--- config.mk ---
export PLATFORM = sky130hd
export DESIGN_NAME = cdown60_timer
export DESIGN_NICKNAME = d
export VERILOG_FILES = /design/src/rtl/cdown60_timer.sv
export SDC_FILE = /design/constraint.sdc
export NUM_CORES = 1
export LEC_CHECK = 0
export CAP_MARGIN = 20
export CORE_ASPECT_RATIO = 1.2
export CORE_MARGIN = 10
export CORE_UTILIZATION = 48
export CTS_CLUSTER_SIZE = 12
export DETAILED_ROUTE_END_ITERATION = 16
export HOLD_SLACK_MARGIN = 0.12
export PLACE_DENSITY = 0.81
export SLEW_MARGIN = 5
export SYNTH_ARGS = -nofsm -noshare
export SYNTH_HDL_FRONTEND = slang
export SYNTH_SLANG_ARGS = --single-unit
--- constraint.sdc ---
create_clock -name clk -period 2.25 [get_ports clk]
set_input_delay 0.45 -clock clk [delete_from_list [all_inputs] [get_ports clk]]
set_output_delay 0.45 -clock clk [all_outputs]
set_load 0.005 [all_outputs]
--- src/rtl/cdown60_timer.sv ---
// ---------------------------------------------------------------------------
// cdown60_timer
//   MM:SS countdown timer made of two cascaded BCD mod-60 down-counters
//   (seconds feeding a borrow into minutes). A preset is loaded, START_STOP
//   starts/pauses/resumes, and every CEN tick in RUN takes one second off.
//   Reaching 00:00 enters ALARM, which lasts ALARM_TICKS CEN ticks or until
//   START_STOP acknowledges it.
//
// Ports
//   clk          in   system clock, all state on posedge
//   n_rst        in   asynchronous active-low reset
//   CEN          in   count enable tick (one clk wide)
//   CLR          in   synchronous clear to 00:00 / IDLE (highest priority)
//   LOAD         in   load clamped preset digits (IDLE / PAUSE only)
//   START_STOP   in   start / pause / resume / alarm acknowledge pulse
//   pre_mt/mo/st/so   in   preset digits (minutes tens/ones, seconds tens/ones)
//   min_tens/min_ones/sec_tens/sec_ones   out   current digits (registered)
//   BO           out  seconds->minutes borrow, combinational
//   RUNNING      out  high in RUN
//   ALARM        out  high in ALARM
//   state_dbg    out  current FSM state, for checkers and debug
//
// Handshake: none of the inputs are valid/ready channels; every control
//   input is sampled once per clk edge and acts for exactly that edge, with
//   priority CLR > LOAD > START_STOP > CEN. A control that is ignored in the
//   current state (LOAD in RUN/ALARM) does not mask lower-priority inputs.
// ---------------------------------------------------------------------------
module cdown60_timer #(
  parameter int ALARM_TICKS = 5
) (
  input  logic       clk,
  input  logic       n_rst,
  input  logic       CEN,
  input  logic       CLR,
  input  logic       LOAD,
  input  logic       START_STOP,
  input  logic [2:0] pre_mt,
  input  logic [3:0] pre_mo,
  input  logic [2:0] pre_st,
  input  logic [3:0] pre_so,
  output logic [2:0] min_tens,
  output logic [3:0] min_ones,
  output logic [2:0] sec_tens,
  output logic [3:0] sec_ones,
  output logic       BO,
  output logic       RUNNING,
  output logic       ALARM,
  output logic [1:0] state_dbg
);

  typedef enum logic [1:0] {
    S_IDLE  = 2'd0,
    S_RUN   = 2'd1,
    S_PAUSE = 2'd2,
    S_ALARM = 2'd3
  } state_t;

  localparam int CW = (ALARM_TICKS < 2) ? 1 : $clog2(ALARM_TICKS);
  localparam logic [CW-1:0] LAST_TICK = CW'(ALARM_TICKS - 1);

  state_t        state_q, state_nx;
  logic [CW-1:0] cnt_q, cnt_nx;
  logic [2:0]    mt_nx, st_nx;
  logic [3:0]    mo_nx, so_nx;

  logic sec_zero, min_zero, val_zero, val_one, load_ok;

  assign sec_zero = (sec_tens == 3'd0) && (sec_ones == 4'd0);
  assign min_zero = (min_tens == 3'd0) && (min_ones == 4'd0);
  assign val_zero = sec_zero && min_zero;
  assign val_one  = min_zero && (sec_tens == 3'd0) && (sec_ones == 4'd1);
  assign load_ok  = (state_q == S_IDLE) || (state_q == S_PAUSE);

  // Borrow out of the seconds counter: a counting tick while seconds read 00.
  // In RUN the value is never 00:00, so minutes are non-zero whenever BO is high.
  assign BO = (state_q == S_RUN) && CEN && !START_STOP && !CLR && sec_zero;

  assign RUNNING   = (state_q == S_RUN);
  assign ALARM     = (state_q == S_ALARM);
  assign state_dbg = state_q;

  always_comb begin
    state_nx = state_q;
    cnt_nx   = cnt_q;
    mt_nx    = min_tens;
    mo_nx    = min_ones;
    st_nx    = sec_tens;
    so_nx    = sec_ones;

    if (CLR) begin
      state_nx = S_IDLE;
      cnt_nx   = '0;
      mt_nx    = 3'd0;
      mo_nx    = 4'd0;
      st_nx    = 3'd0;
      so_nx    = 4'd0;
    end else if (LOAD && load_ok) begin
      // Out-of-range BCD presets saturate to the largest legal digit.
      mt_nx = (pre_mt > 3'd5) ? 3'd5 : pre_mt;
      mo_nx = (pre_mo > 4'd9) ? 4'd9 : pre_mo;
      st_nx = (pre_st > 3'd5) ? 3'd5 : pre_st;
      so_nx = (pre_so > 4'd9) ? 4'd9 : pre_so;
    end else begin
      case (state_q)
        S_IDLE: begin
          if (START_STOP && !val_zero) state_nx = S_RUN;
        end
        S_RUN: begin
          if (START_STOP) begin
            state_nx = S_PAUSE;
          end else if (CEN && val_one) begin
            so_nx    = 4'd0;
            state_nx = S_ALARM;
            cnt_nx   = '0;
          end else if (CEN && !val_zero) begin
            if (sec_ones != 4'd0) begin
              so_nx = sec_ones - 4'd1;
            end else begin
              so_nx = 4'd9;
              if (sec_tens != 3'd0) begin
                st_nx = sec_tens - 3'd1;
              end else begin
                // seconds wrap 00 -> 59 and borrow one minute
                st_nx = 3'd5;
                if (min_ones != 4'd0) begin
                  mo_nx = min_ones - 4'd1;
                end else begin
                  mo_nx = 4'd9;
                  mt_nx = min_tens - 3'd1;
                end
              end
            end
          end
        end
        S_PAUSE: begin
          if (START_STOP) state_nx = val_zero ? S_IDLE : S_RUN;
        end
        S_ALARM: begin
          if (START_STOP) begin
            state_nx = S_IDLE;
            cnt_nx   = '0;
          end else if (CEN) begin
            if (cnt_q == LAST_TICK) begin
              state_nx = S_IDLE;
              cnt_nx   = '0;
            end else begin
              cnt_nx = cnt_q + 1'b1;
            end
          end
        end
        default: state_nx = S_IDLE;
      endcase
    end
  end

  always_ff @(posedge clk or negedge n_rst) begin
    if (!n_rst) begin
      state_q  <= S_IDLE;
      cnt_q    <= '0;
      min_tens <= 3'd0;
      min_ones <= 4'd0;
      sec_tens <= 3'd0;
      sec_ones <= 4'd0;
    end else begin
      state_q  <= state_nx;
      cnt_q    <= cnt_nx;
      min_tens <= mt_nx;
      min_ones <= mo_nx;
      sec_tens <= st_nx;
      sec_ones <= so_nx;
    end
  end

endmodule
==> results.cfg <==
[critical_path]
worst-endpoint-required_ps = 2500
critical_path.max_fanout = 7
reg2regPathDepth = 8
worst_path_largest_cell_delay_ps = 390
crit_chain = inv_1 > ha_1 > ha_1 > and4bb_2 > and3_1 > nand2b_1 > o41ai_1 > a22o_1
worst_ep_arrival_time_ps = 2390
most_prevalent_standard_cell_on_the_critical_path = ha_1
regToRegStartpoint = min_tens[0]
critical_r2r_capture = sec_ones[2]
critPathKind = reg2reg
worst_setup_path_start_kind = flip-flop
critPathSlowestCell = dfrtp_1
crit_end_element = flip-flop
ff2ff_setup_slack_ps = 110

[floorplanning]
core_area_um2 = 2810
dieWidth_um = 69.7
floorplan.initialDensity_pct = 50.5
dieArea_um2 = 5540
floorplan.die.height_um = 79.6
placementRows = 21
io_count = 39

[cts]
cts-buffers-inserted = 3
clockBufferDepth = 2
cts_root_buffer = clkbuf_4
cts.sinks = 19
cts_tree = yes
cts_max_level = 1
clkLatencyLatePin_ps = 300
path_clk_slew_ps = 100
number_of_hold_repair_buffers_added_at_the_cts_stage = 0

[logic_synthesis]
ys_seq_elements = 19
ys_types = 54
synth.largest_area_cell = dfrtp_1
avgSynthCellArea_um2 = 8.93
ys_async_sr_fraction_pct = 100
netlist_area_um2 = 1420
synth-edff-count = 0
seq_area_frac_synth_pct = 33.5
yosys_warnings = 0
post-synth-top-area-fraction_pct = 33.5
top_flip_flop_cell_by_instance_count_after_synthesis = dfrtp_1
syn-instance-count = 159
synth.net_count = 188
synth.top_cells.by_area = dfrtp_1 33%, ha_1 7.9%, a211oi_1 4.2%

[finish]
drive_above_1_share_pct = 14.2
fill_cells = 241
area_delta_synth_final_pct = 37.8
n_antenna_cell = 0
nets = 241
design_area_um2 = 1960
stdcell_count = 245
final_util_pct = 69.6

[placed_design]
gp_congestion = 0.848
port_buffers = 38
placedCellCount = 240
dp.final_hpwl_um = 3270
placed_cell_area_um2 = 1920
post-place-ws_ps = -116

[routing]
vias_per_cell = 6.02
detail_route.wirelength_um = 4110
dr.first_iter.drc_count = 90
drt-pass1-iter-count = 4
drt-wirelength-per-cell_um = 16.8
ant_nets = 0
dr_total_vias = 1475
drcViolationCount = 0

[timing]
totalNegativeSetupSlack_ps = 0
report.final.slew_viol_count = 0
timing.final.crit_period_ps = 2140
max_freq_mhz = 467
setup_viol = 0
final.setup_skew_ps = 1.01
max_transition_margin_pct = 77.4
final_critical_path_setup_slack_ps = 108
unrepaired_setup_endpoints_after_global_routing = no
timing_worst_slew_pin_value_ps = 335
final.period_utilization_pct = 95.2
final_hold_viol_count = 0

[power]
net-switching-power_w = 0.000426
p_int_w = 0.000752
power_per_cell_area_nw_per_um2 = 602
cellLeakagePower_nw = 0.830
combinational_power_share_pct = 47.2
pwr-share-clk_pct = 14.9
ir_worst_vdd_v = 0.000490
seqPwrFrac_pct = 37.9
power.switching_fraction_pct = 36.1

[global_routing]
antenna_found_initial = 0
via_count_of_the_first_global_routing_pass = 1506
grt_pass1_wl_um = 6830
grt_start_max_net_pins = 20
grt_usage_pct = 14.5
globalRoute.totalOverflow = 0

[run_status]
run_status = finished, final reports clean

[job]
cap_viol_max_count = 0

[min_path]
timing.hold.worst.class = in2async
## layout make-up
type	instances	area [µm²]	area share, %
clock buffer	4	26.3	1.34
inverter	12	45.0	2.30
multi-input combinational	122	868	44.4
sequential	19	475	24.3
tap	34	42.5	2.17
timing repair buffer	54	499	25.5
## cell usage after synthesis (3+ instances only)
| cell | n |
|---|---|
| dfrtp_1 | 19 |
| nor2_1 | 13 |
| inv_1 | 12 |
| nand2_1 | 11 |
| ha_1 | 9 |
| a211oi_1 | 8 |
| o21ai_0 | 8 |
| a21oi_1 | 6 |
| nand2b_1 | 5 |
| clkbuf_1 | 4 |
| nor2b_1 | 4 |
| nor3_1 | 4 |
| a311oi_1 | 3 |
| mux2i_1 | 3 |
| nand3_1 | 3 |
| o21a_1 | 3 |
## cell usage in the layout, fill, tap and decap left out, types with 3 or more instances in the layout
| cell | instances |
|---|---|
| a211oi_1 | 8 |
| a21oi_1 | 6 |
| a311oi_1 | 3 |
| buf_4 | 16 |
| clkbuf_4 | 3 |
| clkdlybuf4s50_1 | 37 |
| dfrtp_1 | 19 |
| ha_1 | 9 |
| inv_1 | 10 |
| mux2i_1 | 3 |
| nand2_1 | 11 |
| nand2b_1 | 5 |
| nand3_1 | 3 |
| nor2_1 | 13 |
| nor2b_1 | 4 |
| nor3_1 | 4 |
| o21a_1 | 3 |
| o21ai_0 | 8 |
## state kept, by name (all words and copies together) (netlist names)
register / flops
min_tens: 3
min_ones: 4
cnt_q: 3
sec_ones: 4
state_dbg: 2
sec_tens: 3
## how the worst max path moves through the flow
stage / endpoint / depth (start not counted) / from / slack (ps)
floorplan: min_tens[1] / 7 / sec_ones[0] / 280
global placement: BO / 5 / START_STOP / -120
detailed placement: BO / 5 / START_STOP / -120
CTS: BO / 6 / sec_ones[0] / 120
global route: sec_ones[1] / 8 / min_tens[0] / 20
finish: sec_ones[2] / 8 / min_tens[0] / 110
## metal layers
metal | up-vias | part of all wire [%] | global-route usage (%)
met5 | - | 0 | 0
met3 | 9 | 5.2 | 2.86
met4 | 0 | 2.2 | 5.93
li1 | 692 | - | -
met2 | 42 | 53 | 27.7
met1 | 732 | 40 | 15.0
## cell families (layout without fill, tap and decap cells)
family	after synthesis	after routing	synth area share, %
buf+inv	18	70	5.37
mux	3	3	2.11
fa+ha+maj	9	9	7.93
compound gates	48	48	24.1
xor+xnor	2	2	1.23
simple gates	60	60	25.7
flops	19	19	33.5
## power by group through the flow
| stage | Combinational [W] | Clock [W] | Sequential, W |
|---|---|---|---|
| 2_1_floorplan | 0.000274 | 0 | 0.000451 |
| 3_3_place_gp | 0.000520 | 0 | 0.000450 |
| 3_5_place_dp | 0.000539 | 0 | 0.000452 |
| 4_1_cts | 0.000555 | 0.000185 | 0.000445 |
| 5_1_grt | 0.000609 | 0.000197 | 0.000455 |
| 6_report | 0.000556 | 0.000176 | 0.000446 |
## stage by stage
| step | hold WS (ps) | total power (W) |
|---|---|---|
| CTS | 480 | 0.00118 |
| global placement | 490 | 0.000970 |
| finish | 472 | 0.00118 |
| floorplan | 154 | 0.000725 |
| detailed placement | 539 | 0.000992 |
| global route | 487 | 0.00126 |
## critical path: cells and delay by family, from the launching register on
kind	cells	cell delay, ps
adder cells (fa/ha/maj)	2	400
AND/OR/NAND/NOR	3	730
flip-flops	1	390
buffers and inverters	1	60
AO/OA/AOI/OAI	2	510
## timing repair
item	CTS	global route
pin swaps	0	0
endpoints found under the setup margin	1	1
gates resized for setup	3	1
setup buffers	1	0
No activity file was read; power rests on OpenSTA's default activity.
